File: src/rtl/modulation_scheduler.sv
// Run sequencer for the az / no-az modulation blocks: arms on trigger, holds the modulator in reset,
// counts ADC conversions up to a programmed total and aborts on a stalled ADC.
module modulation_scheduler #(
  parameter int unsigned CLK_FREQ       = 20000000,
  parameter int unsigned RST_CYCLES     = 4,
  parameter int unsigned TIMEOUT_CYCLES = 20000000,
  parameter int unsigned CNT_W          = 24
) (
  input  logic             clk,
  input  logic             reset,
  input  logic [1:0]       cfg_mode,
  input  logic [3:0]       cfg_azmux_lo_val,
  input  logic [CNT_W-1:0] cfg_count,
  input  logic             arm,
  input  logic             trig,
  input  logic             adc_measure_valid,
  output logic             mod_reset,
  output logic [1:0]       mod_sel,
  output logic [3:0]       azmux_lo_val,
  output logic             busy,
  output logic             done,
  output logic             timeout_err,
  output logic [CNT_W-1:0] sample_count
);

  localparam int unsigned RST_W = $clog2(RST_CYCLES + 1);
  localparam int unsigned TMO_W = $clog2(TIMEOUT_CYCLES + 1);

  if (CLK_FREQ == 0 || RST_CYCLES < 1 || TIMEOUT_CYCLES < 1) begin : g_bad_params
    $error("modulation_scheduler: CLK_FREQ, RST_CYCLES and TIMEOUT_CYCLES must be non-zero");
  end

  typedef enum logic [2:0] {
    IDLE      = 3'd0,
    ARMED     = 3'd1,
    RESET_MOD = 3'd2,
    RUN       = 3'd3,
    DONE      = 3'd4
  } state_t;

  state_t           state_r;
  logic             trig_r;
  logic             valid_r;
  logic [CNT_W-1:0] target_r;
  logic [RST_W-1:0] rst_cnt_r;
  logic [TMO_W-1:0] tmo_cnt_r;

  logic             trig_rise_s;
  logic             valid_rise_s;
  logic             mode_ok_s;
  logic [CNT_W-1:0] count_inc_s;
  logic             final_s;

  // Edge detection and next-count arithmetic shared by the FSM.
  always_comb begin
    trig_rise_s  = trig & ~trig_r;
    valid_rise_s = adc_measure_valid & ~valid_r;
    mode_ok_s    = (cfg_mode == 2'd1) || (cfg_mode == 2'd2);
    count_inc_s  = sample_count + CNT_W'(1);
    final_s      = (target_r != {CNT_W{1'b0}}) && (count_inc_s == target_r);
  end

  // Run FSM; every output is registered and updated on the same edge as the state.
  always_ff @(posedge clk or posedge reset) begin
    if (reset) begin
      state_r      <= IDLE;
      trig_r       <= 1'b0;
      valid_r      <= 1'b0;
      target_r     <= {CNT_W{1'b0}};
      rst_cnt_r    <= {RST_W{1'b0}};
      tmo_cnt_r    <= {TMO_W{1'b0}};
      mod_reset    <= 1'b1;
      mod_sel      <= 2'd0;
      azmux_lo_val <= 4'd0;
      busy         <= 1'b0;
      done         <= 1'b0;
      timeout_err  <= 1'b0;
      sample_count <= {CNT_W{1'b0}};
    end else begin
      trig_r  <= trig;
      valid_r <= adc_measure_valid;
      done    <= 1'b0;
      case (state_r)
        IDLE: begin
          mod_reset <= 1'b1;
          busy      <= 1'b0;
          if (arm && mode_ok_s) begin
            state_r <= ARMED;
          end else begin
            state_r <= IDLE;
          end
        end
        ARMED: begin
          if (!arm) begin
            state_r <= IDLE;
          end else if (trig_rise_s) begin
            mod_sel      <= cfg_mode;
            azmux_lo_val <= cfg_azmux_lo_val;
            target_r     <= cfg_count;
            sample_count <= {CNT_W{1'b0}};
            timeout_err  <= 1'b0;
            rst_cnt_r    <= RST_W'(RST_CYCLES - 1);
            busy         <= 1'b1;
            state_r      <= RESET_MOD;
          end else begin
            state_r <= ARMED;
          end
        end
        RESET_MOD: begin
          if (rst_cnt_r == {RST_W{1'b0}}) begin
            mod_reset <= 1'b0;
            tmo_cnt_r <= TMO_W'(TIMEOUT_CYCLES - 1);
            state_r   <= RUN;
          end else begin
            rst_cnt_r <= rst_cnt_r - RST_W'(1);
          end
        end
        RUN: begin
          // A conversion is counted even when an abort lands on the same cycle.
          if (valid_rise_s) begin
            sample_count <= count_inc_s;
          end else begin
            sample_count <= sample_count;
          end
          if (!arm) begin
            mod_reset <= 1'b1;
            busy      <= 1'b0;
            state_r   <= IDLE;
          end else if (valid_rise_s) begin
            tmo_cnt_r <= TMO_W'(TIMEOUT_CYCLES - 1);
            if (final_s) begin
              mod_reset <= 1'b1;
              busy      <= 1'b0;
              done      <= 1'b1;
              state_r   <= DONE;
            end else begin
              state_r <= RUN;
            end
          end else if (tmo_cnt_r == {TMO_W{1'b0}}) begin
            timeout_err <= 1'b1;
            mod_reset   <= 1'b1;
            busy        <= 1'b0;
            state_r     <= IDLE;
          end else begin
            tmo_cnt_r <= tmo_cnt_r - TMO_W'(1);
          end
        end
        DONE: begin
          if (arm) begin
            state_r <= ARMED;
          end else begin
            state_r <= IDLE;
          end
        end
        default: begin
          mod_reset <= 1'b1;
          busy      <= 1'b0;
          state_r   <= IDLE;
        end
      endcase
    end
  end

endmodule

File: config.mk
export PLATFORM = sky130hd
export DESIGN_NAME = modulation_scheduler
export DESIGN_NICKNAME = d
export VERILOG_FILES = /design/src/rtl/modulation_scheduler.sv
export SDC_FILE = /design/constraint.sdc
export NUM_CORES = 1
export LEC_CHECK = 0
export BUFFER_PORTS_ARGS = -buffer_cell sky130_fd_sc_hd__buf_4
export CAP_MARGIN = 15
export CORE_ASPECT_RATIO = 2
export CORE_MARGIN = 4
export CORE_UTILIZATION = 35
export DETAILED_ROUTE_END_ITERATION = 6
export GPL_TIMING_DRIVEN = 0
export PLACE_DENSITY_LB_ADDON = 0.12
export SLEW_MARGIN = 40
export SYNTH_ARGS = -nofsm -noshare
export SYNTH_HDL_FRONTEND = slang
export SYNTH_SLANG_ARGS = --single-unit
File: constraint.sdc
create_clock -name clk -period 4.3 [get_ports clk]
set_input_delay 1.075 -clock clk [delete_from_list [all_inputs] [get_ports clk]]
set_output_delay 1.075 -clock clk [all_outputs]
set_load 0.02 [all_outputs]
==> results by group <==
Route
  • # DRC: 0
  • Initial DRC count: 279
  • Total number of vias: 4820
  • Avg WL per Cell: 17.81 µm
  • Vias per cell: 5.422
  • Final WL: 15.84 mm
  • ANT nets after route: 0
  • TritonRoute pass-1 iters: 5

Yosys
  • Yosys reg bits: 91
  • Warning count from the yosys run: 0
  • Post-synth EDFFs: 0
  • Ys async rst share: 100.0%
  • Post-Syn Instances: 612
  • Syn_area_per_cell: 8.360 µm²
  • Mapped Nets: 651
  • Most used DFF post-synth: dfrtp_1
  • Sequential fraction of the synthesis area: 44.53%
  • Synthesized area: 5116 µm²
  • Yosys cell types: 61

Timing
  • Final min period: 3.667 ns
  • Least-Margin Pin Slew: 0.6963 ns
  • Slew margin rel.: 53.22%
  • PnR worst setup slack: 0.6334 ns
  • Tcrit/Tclk final: 85.27%
  • Hold Vio Cnt, Final: 0
  • RSZ-0062 raised after global routing: no
  • Layout Skew: 0.004326 ns
  • Slew Limit Fails: 0
  • Maximum clock frequency: 0.2727 GHz
  • Final setup fails: 0
  • Total negative slack: 0 ns

Global routing
  • Antenna violations before repair: 0
  • Pin count of the biggest net entering global routing: 54
  • Vias in the first global route: 4909
  • First-pass GRT wire length: 25.23 mm
  • GRT overflow: 0
  • All-Layer GR Usage: 19.64%

Die
  • IO Count: 69
  • Core area: 14350 µm²
  • Std-Cell Rows: 62
  • Chip width: 93.49 µm
  • Die height: 179.0 µm
  • Die ar.: 16730 µm²
  • Initial core utilization: 35.65%

Critical path
  • WP data required: 4.49 ns
  • Crit end category: register
  • Critical setup path kind: register to register
  • Max Fanout on Critical Path: 8
  • CP startpoint kind: register
  • Worst EP arrival: 3.85 ns

CTS
  • Post_cts resized: 0
  • CTS sink count: 91
  • Clock Path Buffers: 2
  • CTS Hold Bufs: 0
  • Post-CTS Setup Bufs: 0
  • Clock Latency Late Sink: 0.33 ns
  • Root Buffer: clkbuf_16
  • CTS clock-pin slew for the worst setup and hold paths: 0.06 ns
  • TritonCTS Buffers: 9
  • CTS tree: done
  • Number of H-tree levels: 3

Power and ir drop
  • Peak supply drop: 0.2359 mV
  • Overall Power: 0.003222 W
  • Pwr dens: 515.5 nW/µm²
  • Pleak: 2.739 nW

Final layout
  • Syn-to-layout area delta: 22.16%
  • Final Non-Filler Cells: 889
  • Final #Nets: 732
  • Diode count: 0
  • Fin util: 43.55%
  • Layout cells sized above 1: 16.21%

Placement
  • Port bufs: 68
  • Worst slack at placement: 0.6739 ns
  • Final Wtd Congestion: 0.8971
  • HPWL after DPL: 12.23 mm
  • Post-Place Cells: 874

Run status
  • Status: complete, no violations

Worst hold path
  • Hold WC Path Type: register to register

Job
  • Max Cap Violations: 0
-- cells in the mapped netlist (2+ instances only) --
cell / count / share of area [%]
a31oi_1: 19 / 2.3
o21ai_0: 56 / 5.5
o41ai_1: 3 / 0.51
nor3b_1: 3 / 0.44
xor2_1: 16 / 2.7
and3_1: 11 / 1.3
nor4_4: 2 / 0.83
a211oi_1: 2 / 0.29
a211o_1: 3 / 0.51
nor2b_1: 6 / 0.73
dfrtp_1: 90 / 44
or2_2: 3 / 0.37
nand2b_1: 6 / 0.73
ha_1: 4 / 0.98
buf_2: 8 / 0.78
nand4_1: 8 / 0.98
nand2_1: 127 / 9.3
or4_1: 3 / 0.44
o211ai_1: 3 / 0.44
nand4b_1: 2 / 0.34
nor4_1: 18 / 2.2
nor3_1: 13 / 1.3
and2_1: 2 / 0.24
nor4b_1: 2 / 0.34
a32oi_1: 3 / 0.51
a21oi_1: 23 / 2.2
nor2_1: 67 / 4.9
nand3_2: 2 / 0.39
clkbuf_1: 22 / 1.6
o31ai_1: 9 / 1.3
nand3_1: 16 / 1.6
mux2i_1: 3 / 0.59
inv_1: 11 / 0.81
nand3b_1: 2 / 0.29
xnor2_1: 17 / 2.9
o21a_1: 2 / 0.29
-- worst paths after layout --
path / start / to / slack [ns] / cells past startpoint
min in group asynchronous: reset / tmo_cnt_r[14]$_DFFE_PP0P_ / 0.70 / 2
max in group asynchronous: reset / sample_count[8]$_DFFE_PP0P_ / 3.04 / 3
min: azmux_lo_val[1]$_DFFE_PP0P_ / azmux_lo_val[1]$_DFFE_PP0P_ / 0.48 / 2
min reg2reg: azmux_lo_val[1]$_DFFE_PP0P_ / azmux_lo_val[1]$_DFFE_PP0P_ / 0.48 / 2
max: sample_count[0]$_DFFE_PP0P_ / state_r[0]$_DFFE_PP0P_ / 0.63 / 10
max reg2reg: sample_count[0]$_DFFE_PP0P_ / state_r[0]$_DFFE_PP0P_ / 0.63 / 10
-- final cells by class --
cell class                 instances  area, µm²
clock buffer                      11      232.7
inverter                          11      48.80
timing repair buffer              70      543.0
buffer                            32      141.4
fill                            1462       8102
clock inverter                     4      76.32
multi-input combinational        478       2689
sequential                        91       2278
tap                              192      240.2
-- cells in the final DEF (no fill, tap or decap), drive strengths merged, types with 2 or more instances in the layout --
master | Yosys | final
xnor2 | 17 | 17
a21oi | 24 | 24
nor2 | 67 | 67
o211ai | 3 | 3
xor2 | 16 | 16
or2 | 3 | 3
nor2b | 6 | 6
a31oi | 19 | 19
bufinv | 0 | 2
o41ai | 3 | 3
clkbuf | 22 | 33
mux2i | 3 | 3
nand3b | 2 | 2
a211o | 3 | 3
buf | 10 | 80
a211oi | 2 | 2
ha | 4 | 4
and3 | 11 | 11
a32oi | 3 | 3
nand2 | 127 | 127
nor4b | 2 | 2
nor4 | 21 | 21
nor3b | 3 | 3
o31ai | 9 | 9
dfrtp | 90 | 90
nor3 | 14 | 14
o21a | 3 | 3
nand3 | 18 | 18
nand4b | 2 | 2
inv | 11 | 11
and2 | 3 | 3
nand4 | 8 | 8
nand2b | 6 | 6
o21ai | 57 | 57
or4 | 4 | 4
-- critical path: stages (launching register included) --
cell	delay (ns)
dfrtp_1	0.46
ha_1	0.33
nand4_1	0.24
nor4_4	0.66
nand3_1	0.22
xnor2_1	0.29
o211ai_1	0.12
nor4_1	0.35
nand4_1	0.21
a31oi_1	0.43
o221ai_1	0.20
-- cells by family after synthesis --
logic type                 synth area share [%]
adders and majority gates                0.9783
DFF                                       44.53
xor gates and xnor gates                  5.649
muxes                                    0.5870
and+or+nand+nor                           28.10
AOI/OAI and AO/OA                         16.58
buffers and inverters                     3.571
-- sequential cells by signal, summed over array words and instances (netlist names) --
name and flops:
busy 1, trig_r 1, valid_r 1, azmux_lo_val 4
tmo_cnt_r 25, state_r 3, mod_reset 1, timeout_err 1
mod_sel 2, rst_cnt_r 3, done 1, target_r 24
sample_count 24
-- layer usage --
layer | wire length, µm | up-vias | global-route usage [%]
met3 | 442 | 44 | 2.100
met4 | 720 | 0 | 11.13
met1 | 5610 | 2322 | 19.97
met2 | 9062 | 138 | 37.74
li1 | - | 2316 | -
met5 | 0 | - | 0
-- power breakdown --
part           internal, W  total (W)  switching (W)
Clock             0.000508   0.000846       0.000338
Combinational     0.000414   0.000984       0.000569
Sequential         0.00111    0.00139       0.000284
Total              0.00203    0.00322        0.00119
-- metrics by stage --
| step | hold WS [ns] | instance area [µm²] |
|---|---|---|
| detailed placement | 0.4633 | 5941 |
| global placement | 0.4634 | 5867 |
| finish | 0.4783 | 6250 |
| floorplan | 0.4445 | 5116 |
| global route | 0.5169 | 6250 |
| CTS | 0.4798 | 6250 |
Note: power is estimated with default switching activity, not from simulation.
